### src/rtl/rv32i_ipsend.sv
// Ethernet/IPv4/UDP frame transmitter driving an MII nibble interface.
// One frame per tx_start: header fields from latched inputs, payload from a FWFT FIFO, CRC-32 trailer.
module rv32i_ipsend #(
    parameter logic [15:0] UDP_SRC_PORT = 16'h1F90,
    parameter logic [15:0] UDP_DST_PORT = 16'h1F90,
    parameter int          IFG_BYTES    = 12
) (
    input  logic        clk,
    input  logic        rst,
    input  logic        tx_start,
    input  logic [47:0] board_mac,
    input  logic [47:0] pc_mac,
    input  logic [31:0] board_IP,
    input  logic [31:0] pc_IP,
    input  logic [31:0] data_cmd,
    input  logic [15:0] data_len,
    input  logic [31:0] data_i,
    output logic        data_rd,
    output logic [3:0]  dataout,
    output logic        txen,
    output logic        tx_finish,
    output logic [3:0]  state
);
    typedef enum logic [3:0] {
        IDLE = 4'd0, PREAMBLE = 4'd1, SFD = 4'd2, MAC = 4'd3, TYPE = 4'd4, IP_HDR = 4'd5,
        UDP_HDR = 4'd6, CMD = 4'd7, DATA = 4'd8, PAD = 4'd9, FCS = 4'd10, IFG = 4'd11
    } state_t;

    localparam logic [11:0] IFG_LAST = 12'(2 * IFG_BYTES - 1);

    state_t       cur, nxt;
    logic         nib;
    logic [11:0]  cnt;
    logic [31:0]  crc;
    logic [47:0]  dmac_q, smac_q;
    logic [31:0]  sip_q, dip_q, cmd_q;
    logic [11:0]  len_q, pad_q;
    logic [15:0]  dl, tot_len, udp_len;
    logic [11:0]  len_in, pad_in, n_bytes;
    logic [159:0] ip_sh;
    logic [95:0]  mac_sh;
    logic [63:0]  udp_sh;
    logic [31:0]  cmd_sh, dat_sh, fcs_sh;
    logic [7:0]   byte_val;
    logic [3:0]   nib_val;
    logic         active, crc_en, rd_c, fin_c, byte_last;

    function automatic logic [15:0] ip_csum(input logic [15:0] tot, input logic [31:0] sip,
                                            input logic [31:0] dip);
        logic [19:0] s;
        s = 20'h04500 + {4'd0, tot} + 20'h04000 + 20'h08011
          + {4'd0, sip[31:16]} + {4'd0, sip[15:0]} + {4'd0, dip[31:16]} + {4'd0, dip[15:0]};
        s = {4'd0, s[15:0]} + {16'd0, s[19:16]};
        s = {4'd0, s[15:0]} + {16'd0, s[19:16]};
        return ~s[15:0];
    endfunction

    // Reflected CRC-32, one nibble per call, low bit first to match MII bit order.
    function automatic logic [31:0] crc_nib(input logic [31:0] c, input logic [3:0] d);
        logic [31:0] r;
        r = c ^ {28'd0, d};
        for (int i = 0; i < 4; i++)
            r = r[0] ? ((r >> 1) ^ 32'hEDB88320) : (r >> 1);
        return r;
    endfunction

    assign dl      = data_len & 16'hFFFC;
    assign len_in  = (dl > 16'd1468) ? 12'd1468 : dl[11:0];
    assign pad_in  = (len_in < 12'd14) ? 12'd14 - len_in : 12'd0;
    assign tot_len = 16'd32 + {4'd0, len_q};
    assign udp_len = 16'd12 + {4'd0, len_q};

    assign ip_sh  = {16'h4500, tot_len, 16'h0000, 16'h4000, 8'h80, 8'h11,
                     ip_csum(tot_len, sip_q, dip_q), sip_q, dip_q} << {cnt, 3'b000};
    assign mac_sh = {dmac_q, smac_q} << {cnt, 3'b000};
    assign udp_sh = {UDP_SRC_PORT, UDP_DST_PORT, udp_len, 16'h0000} << {cnt, 3'b000};
    assign cmd_sh = cmd_q << {cnt[1:0], 3'b000};
    assign dat_sh = data_i << {cnt[1:0], 3'b000};
    assign fcs_sh = ~crc >> {cnt[1:0], nib, 2'b00};

    always_ff @(posedge clk) begin
        if (cur == IDLE && tx_start && !rst) begin
            dmac_q <= pc_mac;
            smac_q <= board_mac;
            sip_q  <= board_IP;
            dip_q  <= pc_IP;
            cmd_q  <= data_cmd;
            len_q  <= len_in;
            pad_q  <= pad_in;
        end
    end

    always_ff @(posedge clk) begin
        if (rst) begin
            cur <= IDLE;
            nib <= 1'b0;
            cnt <= 12'd0;
            crc <= 32'hFFFFFFFF;
        end else begin
            cur <= nxt;
            if (cur == IDLE) begin
                nib <= 1'b0;
                cnt <= 12'd0;
                if (tx_start)
                    crc <= 32'hFFFFFFFF;
            end else if (cur == IFG) begin
                nib <= 1'b0;
                cnt <= (cnt == IFG_LAST) ? 12'd0 : cnt + 12'd1;
            end else if (active) begin
                nib <= ~nib;
                if (nib)
                    cnt <= byte_last ? 12'd0 : cnt + 12'd1;
                if (crc_en)
                    crc <= crc_nib(crc, nib_val);
            end else begin
                nib <= 1'b0;
                cnt <= 12'd0;
            end
        end
    end

    always_comb begin
        active   = 1'b0;
        crc_en   = 1'b0;
        rd_c     = 1'b0;
        byte_val = 8'h00;
        n_bytes  = 12'd1;
        case (cur)
            PREAMBLE: begin active = 1'b1; byte_val = 8'h55; n_bytes = 12'd7; end
            SFD:      begin active = 1'b1; byte_val = 8'hD5; end
            MAC:      begin active = 1'b1; crc_en = 1'b1; byte_val = mac_sh[95:88]; n_bytes = 12'd12; end
            TYPE:     begin active = 1'b1; crc_en = 1'b1; byte_val = cnt[0] ? 8'h00 : 8'h08; n_bytes = 12'd2; end
            IP_HDR:   begin active = 1'b1; crc_en = 1'b1; byte_val = ip_sh[159:152]; n_bytes = 12'd20; end
            UDP_HDR:  begin active = 1'b1; crc_en = 1'b1; byte_val = udp_sh[63:56]; n_bytes = 12'd8; end
            CMD:      begin active = 1'b1; crc_en = 1'b1; byte_val = cmd_sh[31:24]; n_bytes = 12'd4; end
            DATA: begin
                active   = 1'b1;
                crc_en   = 1'b1;
                byte_val = dat_sh[31:24];
                n_bytes  = len_q;
                rd_c     = nib && (cnt[1:0] == 2'd3);
            end
            PAD:      begin active = 1'b1; crc_en = 1'b1; n_bytes = pad_q; end
            FCS:      begin active = 1'b1; n_bytes = 12'd4; end
            default:  ;
        endcase
    end

    assign byte_last = nib && (cnt == n_bytes - 12'd1);
    assign nib_val   = (cur == FCS) ? fcs_sh[3:0] : (nib ? byte_val[7:4] : byte_val[3:0]);

    always_comb begin
        nxt   = cur;
        fin_c = 1'b0;
        case (cur)
            IDLE:     if (tx_start) nxt = PREAMBLE;
            PREAMBLE: if (byte_last) nxt = SFD;
            SFD:      if (byte_last) nxt = MAC;
            MAC:      if (byte_last) nxt = TYPE;
            TYPE:     if (byte_last) nxt = IP_HDR;
            IP_HDR:   if (byte_last) nxt = UDP_HDR;
            UDP_HDR:  if (byte_last) nxt = CMD;
            CMD:      if (byte_last) nxt = (len_q != 12'd0) ? DATA : ((pad_q != 12'd0) ? PAD : FCS);
            DATA:     if (byte_last) nxt = (pad_q != 12'd0) ? PAD : FCS;
            PAD:      if (byte_last) nxt = FCS;
            FCS:      if (byte_last) nxt = IFG;
            IFG: begin
                fin_c = (cnt == IFG_LAST);
                if (fin_c) nxt = IDLE;
            end
            default:  nxt = IDLE;
        endcase
    end

    // Outputs are forced quiet combinationally while reset is held.
    assign txen      = active & ~rst;
    assign dataout   = (active & ~rst) ? nib_val : 4'd0;
    assign data_rd   = rd_c & ~rst;
    assign tx_finish = fin_c & ~rst;
    assign state     = cur;
endmodule

### config.mk
export PLATFORM = sky130hd
export DESIGN_NAME = rv32i_ipsend
export DESIGN_NICKNAME = d
export VERILOG_FILES = /design/src/rtl/rv32i_ipsend.sv
export SDC_FILE = /design/constraint.sdc
export NUM_CORES = 1
export LEC_CHECK = 0
export BUFFER_PORTS_ARGS = -buffer_cell sky130_fd_sc_hd__buf_2
export CORE_ASPECT_RATIO = 1.4
export CORE_MARGIN = 2
export CORE_UTILIZATION = 35
export DETAILED_ROUTE_END_ITERATION = 12
export MAX_ROUTING_LAYER = met4
export SYNTH_ARGS = -nofsm -noshare
export SYNTH_HDL_FRONTEND = slang
export SYNTH_SLANG_ARGS = --single-unit
### constraint.sdc
create_clock -name clk -period 34.2 [get_ports clk]
set_clock_uncertainty 0.2 [all_clocks]
set_input_delay 3.42 -clock clk [delete_from_list [all_inputs] [get_ports clk]]
set_output_delay 3.42 -clock clk [all_outputs]
set_load 0.02 [all_outputs]
* Yosys cells after proc, flatten, opt, wreduce, memory -nomap -nowiden
Index checks and enable logic that the tools add are counted.
Cells by class: mux-type cells 40, equal/unequal tests 28, shifts and indexed selects 6, $add $sub $neg 14, reduce and logical (&&, ||, !) cells 17, order comparisons 2, bitwise logic cells 13
Operators with widths (count):
- 2-to-1 mux 32 bit | 9
- left shift 159 x 15 -> 160 bit | 1
- one-hot mux 12 bit (8 select lines) | 1
- left shift 96 x 15 -> 96 bit | 1
- 2-to-1 mux 12 bit | 6
- 2-to-1 mux 4 bit | 17
- one-hot mux 8 bit (8 select lines) | 1
- left shift 32 x 5 -> 32 bit | 2
- left shift 61 x 15 -> 64 bit | 1
- NOT 13 -> 14 bit | 4
- one-hot mux 4 bit (12 select lines) | 1
- adder 20 x 16 -> 20 bit | 2
- NOT 32 bit | 1
- >> shifter 32 x 5 -> 4 bit | 1
- bitwise XOR 32 x 4 -> 32 bit | 1
- inequality test 2 bit (second input constant) | 12
- nonzero test 12 bit | 2
- adder 19 x 16 -> 20 bit | 1
- adder 18 x 16 -> 19 bit | 1
- adder 17 x 16 -> 18 bit (second input constant) | 1
- adder 16 x 15 -> 17 bit (second input constant) | 1
- adder 16 x 4 -> 17 bit | 1
- adder 15 x 13 -> 16 bit (first input constant) | 1
- adder 16 x 1 -> 16 bit | 1
- other kinds (31) | 50
Storage, ports and cells: input port bits 243, register bits 265

* Longest topological paths before layout
Gate-level depths: netlist of the first run.
word-level depth 28, gate-level depth with buffers 41

* Worst setup path after synthesis of the first run
No wires, ideal clock.
path type input port to flip-flop, start point in rst, end point reg cmd_q[0], enable pin, setup time 1091 ps, path buffers 2, stages on the path 3, data arrival time 19208 ps, required time 32909 ps, path slack 13701 ps, cells stage by stage clkbuf_1 clkbuf_1 nor3b_1
On the way: word-level cells in the longest chain between the ends 2
Ends and longest elaborated chain:
- start: declaration | line 9 | input logic rst,
- logical NOT 1 bit | line 82 | if (cur == IDLE && tx_start && !rst) begin
- logical AND 1 bit | line 82
- end signal: assignment | line 87 | cmd_q <= data_cmd;
- end: declaration | line 36 | logic [31:0] sip_q, dip_q, cmd_q;
Every way passes these cells. A chain may end at the register's enable or synchronous reset.

* Worst setup path after layout of the first run
start point reg len_q[5], end point out dataout[3]
On the way: word-level cells in the longest chain between the ends 16, elaborated cells between the ends (all ways) 18, those cells by class 11 x add/sub; 2 x shift; 4 x mux; 1 x bitwise
Ends and longest elaborated chain:
- start: declaration | line 37 | logic [11:0] len_q, pad_q;
- start signal: assignment | line 88 | len_q <= len_in;
- adder 6 x 12 -> 13 bit | line 70 | assign tot_len = 16'd32 + {4'd0, len_q};
- adder 15 x 13 -> 16 bit | line 51 | s = 20'h04500 + {4'd0, tot} + 20'h04000 + 20'h08011
- adder 16 x 15 -> 17 bit | line 51
- adder 17 x 16 -> 18 bit | line 51
- adder 18 x 16 -> 19 bit | line 52 | + {4'd0, sip[31:16]} + {4'd0, sip[15:0]} + {4'd0, dip[31:16]} + {4'd0, dip[15:0]};
- adder 19 x 16 -> 20 bit | line 52
- adder 20 x 16 -> 20 bit (2 in series) | line 52
- adder 16 x 4 -> 17 bit | line 53 | s = {4'd0, s[15:0]} + {16'd0, s[19:16]};
- adder 16 x 1 -> 16 bit | line 54 | s = {4'd0, s[15:0]} + {16'd0, s[19:16]};
- NOT 16 bit | line 55 | return ~s[15:0];
- left shift 159 x 15 -> 160 bit | line 73 | assign ip_sh = {16'h4500, tot_len, 16'h0000, 16'h4000, 8'h80, 8'h11,
- one-hot mux 8 bit (8 select lines) (*) | line 128 | case (cur)
- 2-to-1 mux 4 bit (*) (2 in series) | line 150 | assign nib_val = (cur == FCS) ? fcs_sh[3:0] : (nib ? byte_val[7:4] : byte_val[3:0]);
- 2-to-1 mux 4 bit (*) | line 177 | assign dataout = (active & ~rst) ? nib_val : 4'd0;
- end: declaration | line 19 | output logic [3:0] dataout,
Mark *: on every way between the ends. The rest lies on a longest branch, timed or not.

==> flow_metrics.env, run 1 <==
export IMPL_die_w_um=186
export IMPL_hpwl_um=35400
export IMPL_grt_pass1_vias=12200
export IMPL_setup_violations=0
export IMPL_cp_common_cell="ha_1"
export IMPL_met2WireLength_um=24100
export IMPL_pwr_share_seq_pct=24.9
export IMPL_detail_route_antenna_nets=0
export IMPL_rows=93
export IMPL_tightest_slew_ns=1.03
export IMPL_clockRootBuffer="clkbuf_16"
export IMPL_io_pins=254
export IMPL_startpoint="len_q[5]"
export IMPL_fillCellCount=4421
export IMPL_rsz0062_at_grt="no"
export IMPL_crit_family="simple AND/OR/NAND/NOR gates"
export IMPL_antenna_found_initial=4
export IMPL_power_switching_uw=769
export IMPL_crit_buf_inv=4
export IMPL_leakage_uw=0.00720
export IMPL_slowest_delay_ns=0.77
export IMPL_worst_slack_ns=19.01
export IMPL_post_cts_setup_buffers=0
export IMPL_swShare_pct=44.7
export IMPL_cts_buffers=26
export IMPL_core_area_um2=45800
export IMPL_outcome="finished, final reports clean"
export IMPL_final_cell_mix="buf_2, edfxtp_1, inv_1"
export IMPL_route_detailed_drc=0
export IMPL_power_uw=1720
export IMPL_clkPwrFrac_pct=16.7
export IMPL_ys_seq_elements=262
export IMPL_async_reset_ff_share_pct=0
export IMPL_slowest_stage="o41ai_4"
export IMPL_ys_warn_count=0
export IMPL_syn_area_um2=16200
export IMPL_area_growth_pct=17.5
export IMPL_r2r_slack_ns=22.33
export IMPL_grt_pass1_wl_um=69500
export IMPL_power_frac_comb_pct=58.4
export IMPL_fin_setup_tns_ns=0
export IMPL_drv_cap=0
export IMPL_pre_cts_ws_ns=19.78
export IMPL_routedWlPerCell_um=19.9
export IMPL_wl_met1_um=17200
export IMPL_finalWeightedCongestion=0.912
export IMPL_cts_tree="built"
export IMPL_routed_wirelength_um=44900
export IMPL_clkLatencyLatePin_ns=0.57
export IMPL_ctsResizeCount=0
export IMPL_endpoint_kind="output pin"
export IMPL_hold_path_class="reg2reg"
export IMPL_drtIter0Drc=658
export IMPL_worst_ep_required_time_ns=30.58
export IMPL_cellPowerDensity_nw_per_um2=90.7
export IMPL_final_common_cell="buf_2"
export IMPL_cp_arrival_ns=11.57
export IMPL_cts_buffer_depth=3
export IMPL_port_buffers=251
export IMPL_finalNetCount=1948
export IMPL_cts_max_level=1
export IMPL_dr_pass1_iters=5
export IMPL_die_area_um2=47900
export IMPL_vias=11800
export IMPL_vias_per_cell=5.23
export IMPL_p_int_uw=952
export IMPL_finalHoldViolations=0
export IMPL_synth_seq_area_share_pct=45.7
export IMPL_final_min_clock_period_ns=15.19
export IMPL_max_slew_margin_pct=31.0
export IMPL_synth_cell_type_count=100
export IMPL_path_clk_slew_ns=0.07
export IMPL_initial_core_util_pct=35.2
export IMPL_netlist_instances=1379
export IMPL_hold_buffers=0
export IMPL_grt_use_total_pct=19.4
export IMPL_clock_sinks=262
export IMPL_vdd_drop_max_v=0.0000577
export IMPL_grt_max_degree=87
export IMPL_worstPathMaxFanout=10
export IMPL_slew_violations=0
export IMPL_crit_type="reg2out"
export IMPL_fin_crit_sh_pct=44.4
export IMPL_grt_ovfl_total=0
export IMPL_drive_above_1_share_pct=26.2
export IMPL_synth_edf_count=213
export IMPL_syn_area_per_cell_um2=11.7
export IMPL_fp_dieH_um=258
export IMPL_synthFlopType="edfxtp_1"
export IMPL_wl_met3_um=2330
export IMPL_min_from="crc[22]"
export IMPL_max_freq_ghz=0.0658
export IMPL_start_kind="flop"
export IMPL_maxUsedRoutingLayer="met4"
export IMPL_worst_r2r_startpoint="len_q[5]"
## worst reg2reg max path, delay by kind of cell (launching register included)
kind / cells / cell delay [ns]
simple gates: 12 / 3.30
compound gates: 11 / 3.10
fa+ha+maj: 7 / 2.78
xor+xnor: 4 / 1.52
flops: 1 / 0.61
buf+inv: 3 / 0.20
## final timing paths
check                    end  depth (start not counted)
hold reg to reg      crc[22]                          2
hold / removal       crc[22]                          2
setup reg to reg     crc[20]                         37
setup / recovery  dataout[3]                         36
## through the flow
step	hold WS, ns	instances	cell area, um2	utilization [%]
finish	0.309	2256	19000	41.4
global route	0.334	2256	19000	41.4
CTS	0.314	2252	19000	41.4
detailed placement	0.301	2205	18100	39.5
global placement	0.287	2205	18100	39.5
floorplan	0.276	1382	16200	-
## per-layer routing
metal / vias to the layer above / track usage (%)
met4: 0 / 5.91
met5: - / -
met2: 376 / 35.2
li1: 5555 / -
met1: 5791 / 22.0
met3: 69 / 2.78
## power groups by stage
| stage | Sequential [uW] | Combinational, uW | Clock, uW |
|---|---|---|---|
| floorplan | 444 | 766 | 0 |
| global placement | 434 | 983 | 0 |
| detailed placement | 436 | 992 | 0 |
| CTS | 429 | 1000 | 294 |
| global route | 434 | 1100 | 307 |
| finish | 428 | 1010 | 287 |
## Yosys cell counts (5+ instances only)
| cell | count | area share [%] |
|---|---|---|
| o21a_1 | 10 | 0.46 |
| nor3_1 | 38 | 1.2 |
| nand2_1 | 58 | 1.3 |
| nand2b_1 | 24 | 0.93 |
| edfxtp_1 | 213 | 40 |
| fa_1 | 44 | 5.5 |
| a211oi_1 | 10 | 0.46 |
| o21ai_0 | 49 | 1.5 |
| a31oi_1 | 13 | 0.50 |
| nand4_1 | 16 | 0.62 |
| nand3_1 | 33 | 1.0 |
| o211ai_1 | 15 | 0.70 |
| xor2_1 | 28 | 1.5 |
| or2_2 | 7 | 0.27 |
| nor2b_1 | 11 | 0.43 |
| inv_1 | 144 | 3.3 |
| o21ai_1 | 5 | 0.15 |
| mux4_2 | 63 | 8.8 |
| o21bai_1 | 6 | 0.28 |
| and3_1 | 8 | 0.31 |
| a21o_1 | 6 | 0.28 |
| mux2i_1 | 28 | 1.7 |
| nor2_1 | 90 | 2.1 |
| dfxtp_1 | 49 | 6.1 |
| o22ai_1 | 14 | 0.54 |
| or3_1 | 13 | 0.50 |
| ha_1 | 45 | 3.5 |
| o22a_1 | 6 | 0.33 |
| a21oi_1 | 64 | 2.0 |
| o31ai_1 | 5 | 0.23 |
| xnor2_1 | 58 | 3.1 |
| buf_2 | 14 | 0.43 |
| buf_1 | 9 | 0.21 |
| clkbuf_1 | 44 | 1.0 |
| nor4_1 | 12 | 0.46 |
| and2_1 | 13 | 0.50 |
## state kept, by name, summed over array words and instances, names as in the netlist
signal  cells
pad_q      11
dip_q      32
nib         1
state       4
smac_q     48
cmd_q      32
dmac_q     48
cnt        12
len_q      10
crc        32
sip_q      32
## kinds of logic (layout without fill, tap and decap cells)
family,count (synthesis),in the layout,synth area share (%)
multiplexers,94,94,10.7
AND/OR/NAND/NOR,355,355,11.5
other,1,8,0.0232
XOR/XNOR,99,99,6.45
flip-flops,262,262,45.7
buffers and inverters,212,465,5.03
adder cells (fa/ha/maj),90,90,9.00
AO/OA/AOI/OAI,266,266,11.6
## cell type report
| cell class | count | area (um2) | share of cell area (%) |
|---|---|---|---|
| multi-input combinational | 908 | 7990 | 42.1 |
| sequential | 262 | 7380 | 38.9 |
| timing repair buffer | 273 | 1420 | 7.49 |
| tap | 617 | 772 | 4.07 |
| clock buffer | 28 | 658 | 3.47 |
| inverter | 145 | 544 | 2.87 |
| clock inverter | 19 | 193 | 1.02 |
| antenna | 4 | 10.0 | 0.0528 |
Power figures use the tool's default switching activity.
==> run 2, diff against run 1 <==
Clock period 34.2 ns to 15.5 ns, I/O delays scaled along.
==> run 2 against run 1 <==
  * Cell count hardly changed
  * Total power is 120% higher
  * Largest power group unchanged
  * Combinational power is 120% higher
  * First-iteration DRC count is 19% higher
  * Clock power is 100% higher
  * Worst setup slack worse by 17 ns
  * Sequential share of layout area is 0.18 points higher
  * Wire length is 0.33% lower
  * Sequential power is 120% higher
  * Hold slack better by 0.0034 ns
  * Via count is 0.64% lower
==> flow_metrics.env, run 2 (synthesis gave the netlist of run 1 again) <==
export IMPL_finalWeightedCongestion=0.886
export IMPL_pwr_share_seq_pct=25.3
export IMPL_antenna_found_initial=4
export IMPL_drv_cap=0
export IMPL_grt_use_total_pct=19.6
export IMPL_swShare_pct=45.0
export IMPL_drive_above_1_share_pct=25.9
export IMPL_power_switching_uw=1680
export IMPL_clock_sinks=262
export IMPL_port_buffers=251
export IMPL_ctsResizeCount=0
export IMPL_max_slew_margin_pct=33.5
export IMPL_finalNetCount=1947
export IMPL_clockRootBuffer="clkbuf_16"
export IMPL_fp_dieH_um=258
export IMPL_cts_buffers=26
export IMPL_area_growth_pct=16.9
export IMPL_dr_pass1_iters=5
export IMPL_fin_crit_sh_pct=85.1
export IMPL_hold_path_class="reg2reg"
export IMPL_slowest_stage="o41ai_4"
export IMPL_worst_ep_required_time_ns=13.75
export IMPL_vias_per_cell=5.20
export IMPL_post_cts_setup_buffers=0
export IMPL_cts_max_level=1
export IMPL_rr_worst_depth=35
export IMPL_endpoint_kind="output pin"
export IMPL_worstPathMaxFanout=10
export IMPL_detail_route_antenna_nets=0
export IMPL_cellPowerDensity_nw_per_um2=197
export IMPL_grt_pass1_vias=12400
export IMPL_fillCellCount=4490
export IMPL_grt_ovfl_total=0
export IMPL_cp_arrival_ns=11.43
export IMPL_hold_depth=2
export IMPL_power_frac_comb_pct=59.3
export IMPL_core_area_um2=45800
export IMPL_io_pins=254
export IMPL_rsz0062_at_grt="no"
export IMPL_slowest_delay_ns=0.75
export IMPL_crit_type="reg2out"
export IMPL_finalHoldViolations=0
export IMPL_die_w_um=186
export IMPL_power_uw=3730
export IMPL_hold_buffers=0
export IMPL_fin_setup_tns_ns=0
export IMPL_setup_violations=0
export IMPL_routedWlPerCell_um=19.9
export IMPL_clkPwrFrac_pct=15.4
export IMPL_grt_max_degree=78
export IMPL_path_clk_slew_ns=0.07
export IMPL_vias=11700
export IMPL_routed_wirelength_um=44800
export IMPL_rows=93
export IMPL_hpwl_um=35000
export IMPL_initial_core_util_pct=35.2
export IMPL_cts_buffer_depth=3
export IMPL_grt_pass1_wl_um=70100
export IMPL_route_detailed_drc=0
export IMPL_max_freq_ghz=0.0758
export IMPL_cp_common_cell="fa_1"
export IMPL_final_common_cell="buf_2"
export IMPL_cts_tree="built"
export IMPL_die_area_um2=47900
export IMPL_clkLatencyLatePin_ns=0.56
export IMPL_vdd_drop_max_v=0.000107
export IMPL_start_kind="flop"
export IMPL_final_cell_mix="buf_2, edfxtp_1, inv_1"
export IMPL_drtIter0Drc=783
export IMPL_slew_violations=0
export IMPL_leakage_uw=0.00717
export IMPL_outcome="finished, final reports clean"
export IMPL_p_int_uw=2050
export IMPL_final_min_clock_period_ns=13.18
export IMPL_tightest_slew_ns=0.993
export IMPL_reg_top3="dmac_q (48), smac_q (48)"
## run 2: cell count changes in the layout (fill, tap and decap cells not counted), sizes merged
cell / delta
buf: -1
clkinvlp: -4
bufinv: -3
clkbuf: +1
clkinv: +6
## run 2: path summary, 6_finish.rpt
kind | from | end | slack, ns
max | len_q[5] | dataout[3] | 2.32
min | crc[28] | crc[28] | 0.31
max reg2reg | len_q[5] | crc[26] | 3.79
min reg2reg | crc[28] | crc[28] | 0.31
## run 2: worst max-delay path, delay by kind of cell (launching register included)
family                   cells  cell delay [ns]
AO/OA/AOI/OAI               12             3.53
AND/OR/NAND/NOR             11             3.13
adder cells (fa/ha/maj)      6             2.65
XOR/XNOR                     2             0.69
flip-flops                   1             0.56
buffers and inverters        3             0.31
## run 2: layout make-up
cell class / count / area, um2 / area share (%)
Inverter: 145 / 544 / 2.88
Sequential cell: 262 / 7380 / 39.1
Timing Repair Buffer: 272 / 1410 / 7.49
Tap cell: 617 / 772 / 4.09
Antenna cell: 4 / 10.0 / 0.0530
Clock inverter: 18 / 103 / 0.543
Multi-Input combinational cell: 908 / 8000 / 42.3
Clock buffer: 29 / 662 / 3.50
## run 2: metrics by stage
stage | setup WS [ns] | instance area (um2) | hold WS [ns] | utilization [%] | instances
2_1_floorplan | 4.53 | 16200 | 0.276 | - | 1382
3_3_place_gp | 3.07 | 18100 | 0.289 | 39.5 | 2204
3_5_place_dp | 2.97 | 18100 | 0.302 | 39.5 | 2204
4_1_cts | 2.32 | 18900 | 0.313 | 41.2 | 2251
5_1_grt | 1.63 | 18900 | 0.345 | 41.2 | 2255
6_report | 2.32 | 18900 | 0.312 | 41.2 | 2255
## run 2: metal layers
layer / wire length (um) / track usage, % / vias to the layer above
li1: - / - / 5566
met1: 17100 / 21.9 / 5737
met5: 0 / - / -
met3: 2270 / 2.92 / 61
met2: 23900 / 35.4 / 352
met4: 1550 / 6.78 / 0
## run 2: power by group through the flow
stage	Sequential [uW]	Combinational [uW]	Clock, uW
floorplan	953	1690	0
global placement	955	2190	0
detailed placement	959	2190	0
CTS	945	2200	589
global route	956	2440	611
finish	944	2210	575
==> run 3, diff against run 2 <==
--- a/config.mk
+++ b/config.mk
@@ -8,3 +8,4 @@
 export BUFFER_PORTS_ARGS = -buffer_cell sky130_fd_sc_hd__buf_2
-export CORE_ASPECT_RATIO = 1.4
+export CAP_MARGIN = 20
+export CORE_ASPECT_RATIO = 0.5
 export CORE_MARGIN = 2
==> constraint.sdc (replaced) <==
create_clock -name clk -period 15.5 [get_ports clk]
set_clock_uncertainty 0.2 [all_clocks]
set_input_delay 4.65 -clock clk [delete_from_list [all_inputs] [get_ports clk]]
set_output_delay 4.65 -clock clk [all_outputs]
set_load 0.02 [all_outputs]
==> run 3 against run 2 <==
  * Count of clock-buffer cells in the layout increased by 4
  * First-iteration DRC count is 23% higher
  * Sequential cell count unchanged
  * Via count rose by 1.3%
  * Critical path depth is 4 higher
  * Global-route usage increased by 0.32 points
  * Critical path type unchanged
  * Largest cell class unchanged
  * Largest power group unchanged
==> flow_metrics.env, run 3 (synthesis gave the netlist of run 1 again) <==
export IMPL_tightest_slew_ns=1.04
export IMPL_initial_core_util_pct=35.6
export IMPL_final_cell_mix="buf_2, edfxtp_1, inv_1"
export IMPL_vdd_drop_max_v=0.000132
export IMPL_grt_ovfl_total=0
export IMPL_min_from="crc[25]"
export IMPL_rsz0062_at_grt="no"
export IMPL_worst_r2r_startpoint="len_q[8]"
export IMPL_rr_worst_depth=40
export IMPL_routedWlPerCell_um=20.6
export IMPL_max_freq_ghz=0.0671
export IMPL_p_int_uw=2120
export IMPL_detail_route_antenna_nets=0
export IMPL_worst_ep_required_time_ns=10.65
export IMPL_grt_pass1_wl_um=70600
export IMPL_r2r_slack_ns=4.88
export IMPL_area_growth_pct=18.3
export IMPL_min_to="crc[25]"
export IMPL_use_met1_pct=26.4
export IMPL_die_w_um=308
export IMPL_hold_path_class="reg2reg"
export IMPL_port_buffers=251
export IMPL_die_area_um2=48000
export IMPL_reg_top3="dmac_q (48), smac_q (48)"
export IMPL_core_area_um2=45300
export IMPL_clkPwrFrac_pct=16.9
export IMPL_crit_type="reg2out"
export IMPL_io_pins=254
export IMPL_clockRootBuffer="clkbuf_16"
export IMPL_grt_use_total_pct=19.9
export IMPL_final_common_cell="buf_2"
export IMPL_final_min_clock_period_ns=14.90
export IMPL_grt_pass1_vias=11800
export IMPL_cellPowerDensity_nw_per_um2=203
export IMPL_cp_arrival_ns=10.05
export IMPL_gr_usage_met2_pct=31.5
export IMPL_leakage_uw=0.00729
export IMPL_vias_per_cell=5.27
export IMPL_pwr_share_seq_pct=24.4
export IMPL_cts_buffer_depth=3
export IMPL_clock_sinks=262
export IMPL_fillCellCount=4268
export IMPL_placed_cells=2190
export IMPL_cts_buffers=27
export IMPL_power_switching_uw=1760
export IMPL_finalHoldViolations=0
export IMPL_crit_family="simple AND/OR/NAND/NOR gates"
export IMPL_antenna_found_initial=8
export IMPL_rows=55
export IMPL_fin_crit_sh_pct=96.2
export IMPL_slowest_delay_ns=0.53
export IMPL_hold_depth=2
export IMPL_fp_dieH_um=156
export IMPL_setup_violations=0
export IMPL_hold_buffers=0
export IMPL_cts_max_level=1
export IMPL_start_kind="flop"
export IMPL_cts_tree="built"
export IMPL_hpwl_um=35000
export IMPL_power_frac_comb_pct=58.6
export IMPL_drv_cap=0
export IMPL_path_clk_slew_ns=0.07
export IMPL_fin_setup_tns_ns=0
export IMPL_fin_area_um2=19100
export IMPL_swShare_pct=45.4
export IMPL_route_detailed_drc=0
export IMPL_crit_buf_inv=6
export IMPL_grtUsageMet3_pct=4.47
export IMPL_grt_busiest_layer="met2"
export IMPL_final_cell_count_no_fill=2251
export IMPL_drtIter0Drc=967
export IMPL_finalNetCount=1956
export IMPL_dr_pass1_iters=5
export IMPL_vias=11900
export IMPL_routed_wirelength_um=46400
export IMPL_outcome="finished, final reports clean"
export IMPL_slowest_stage="fa_1"
export IMPL_slew_violations=0
export IMPL_r2r_end="crc[18]"
export IMPL_dpl_cell_area_um2=18100
export IMPL_clkLatencyLatePin_ns=0.57
export IMPL_grt_max_degree=149
export IMPL_drive_above_1_share_pct=27.4
export IMPL_finalWeightedCongestion=0.936
export IMPL_endpoint_kind="output pin"
export IMPL_worstPathMaxFanout=6
export IMPL_max_slew_margin_pct=30.2
## run 3: per-layer routing
metal | wire (um) | vias up
li1 | - | 5584
met1 | 20300 | 5845
met2 | 22100 | 379
met3 | 3230 | 59
met4 | 786 | 0
met5 | 0 | -
## run 3: metrics by stage
step	total power [uW]	hold WS [ns]	worst slack (ns)	utilization [%]
floorplan	2640	0.276	1.43	-
global placement	3160	0.292	0.555	40.0
detailed placement	3170	0.299	0.495	40.0
CTS	3840	0.313	0.258	42.0
global route	4160	0.329	0.00475	42.1
finish	3890	0.314	0.596	42.1
## run 3: worst max-delay path by stage
| stage | startpoint | to | slack, ns | cells after the start |
|---|---|---|---|---|
| final | len_q[8] | dataout[3] | 0.60 | 38 |
| after global placement | len_q[5] | dataout[3] | 0.56 | 34 |
| after CTS | len_q[5] | dataout[3] | 0.26 | 38 |
| after floorplan | rst | cmd_q[0] | 1.43 | 3 |
| after global routing | len_q[5] | dataout[3] | 0.005 | 39 |
| after detailed placement | len_q[5] | dataout[3] | 0.50 | 34 |
## run 3: tightest hold or removal path: stages (launching register included)
cell,delay (ns)
dfxtp_1,0.33
nor2_1,0.10
a21oi_1,0.05
## run 3: power groups by stage
stage	registers, uW	logic [uW]	clock network (uW)
2_1_floorplan	953	1690	0
3_3_place_gp	961	2200	0
3_5_place_dp	964	2200	0
4_1_cts	950	2220	671
5_1_grt	962	2490	707
6_report	949	2280	659
## run 3: final cells by class
type | count | area (um2) | share of cell area (%)
antenna | 8 | 20.0 | 0.105
clock buffer | 33 | 711 | 3.72
clock inverter | 17 | 170 | 0.890
inverter | 145 | 544 | 2.85
multi-input combinational | 908 | 8050 | 42.1
sequential | 262 | 7380 | 38.6
tap | 598 | 748 | 3.91
timing repair buffer | 280 | 1490 | 7.78
## run 3: what timing repair did
item / in CTS / in global routing
gates resized for setup: 1 / 8
endpoints found under the setup margin: 1 / 3
buffers inserted: 1 / 2
pin swaps: 1 / 1
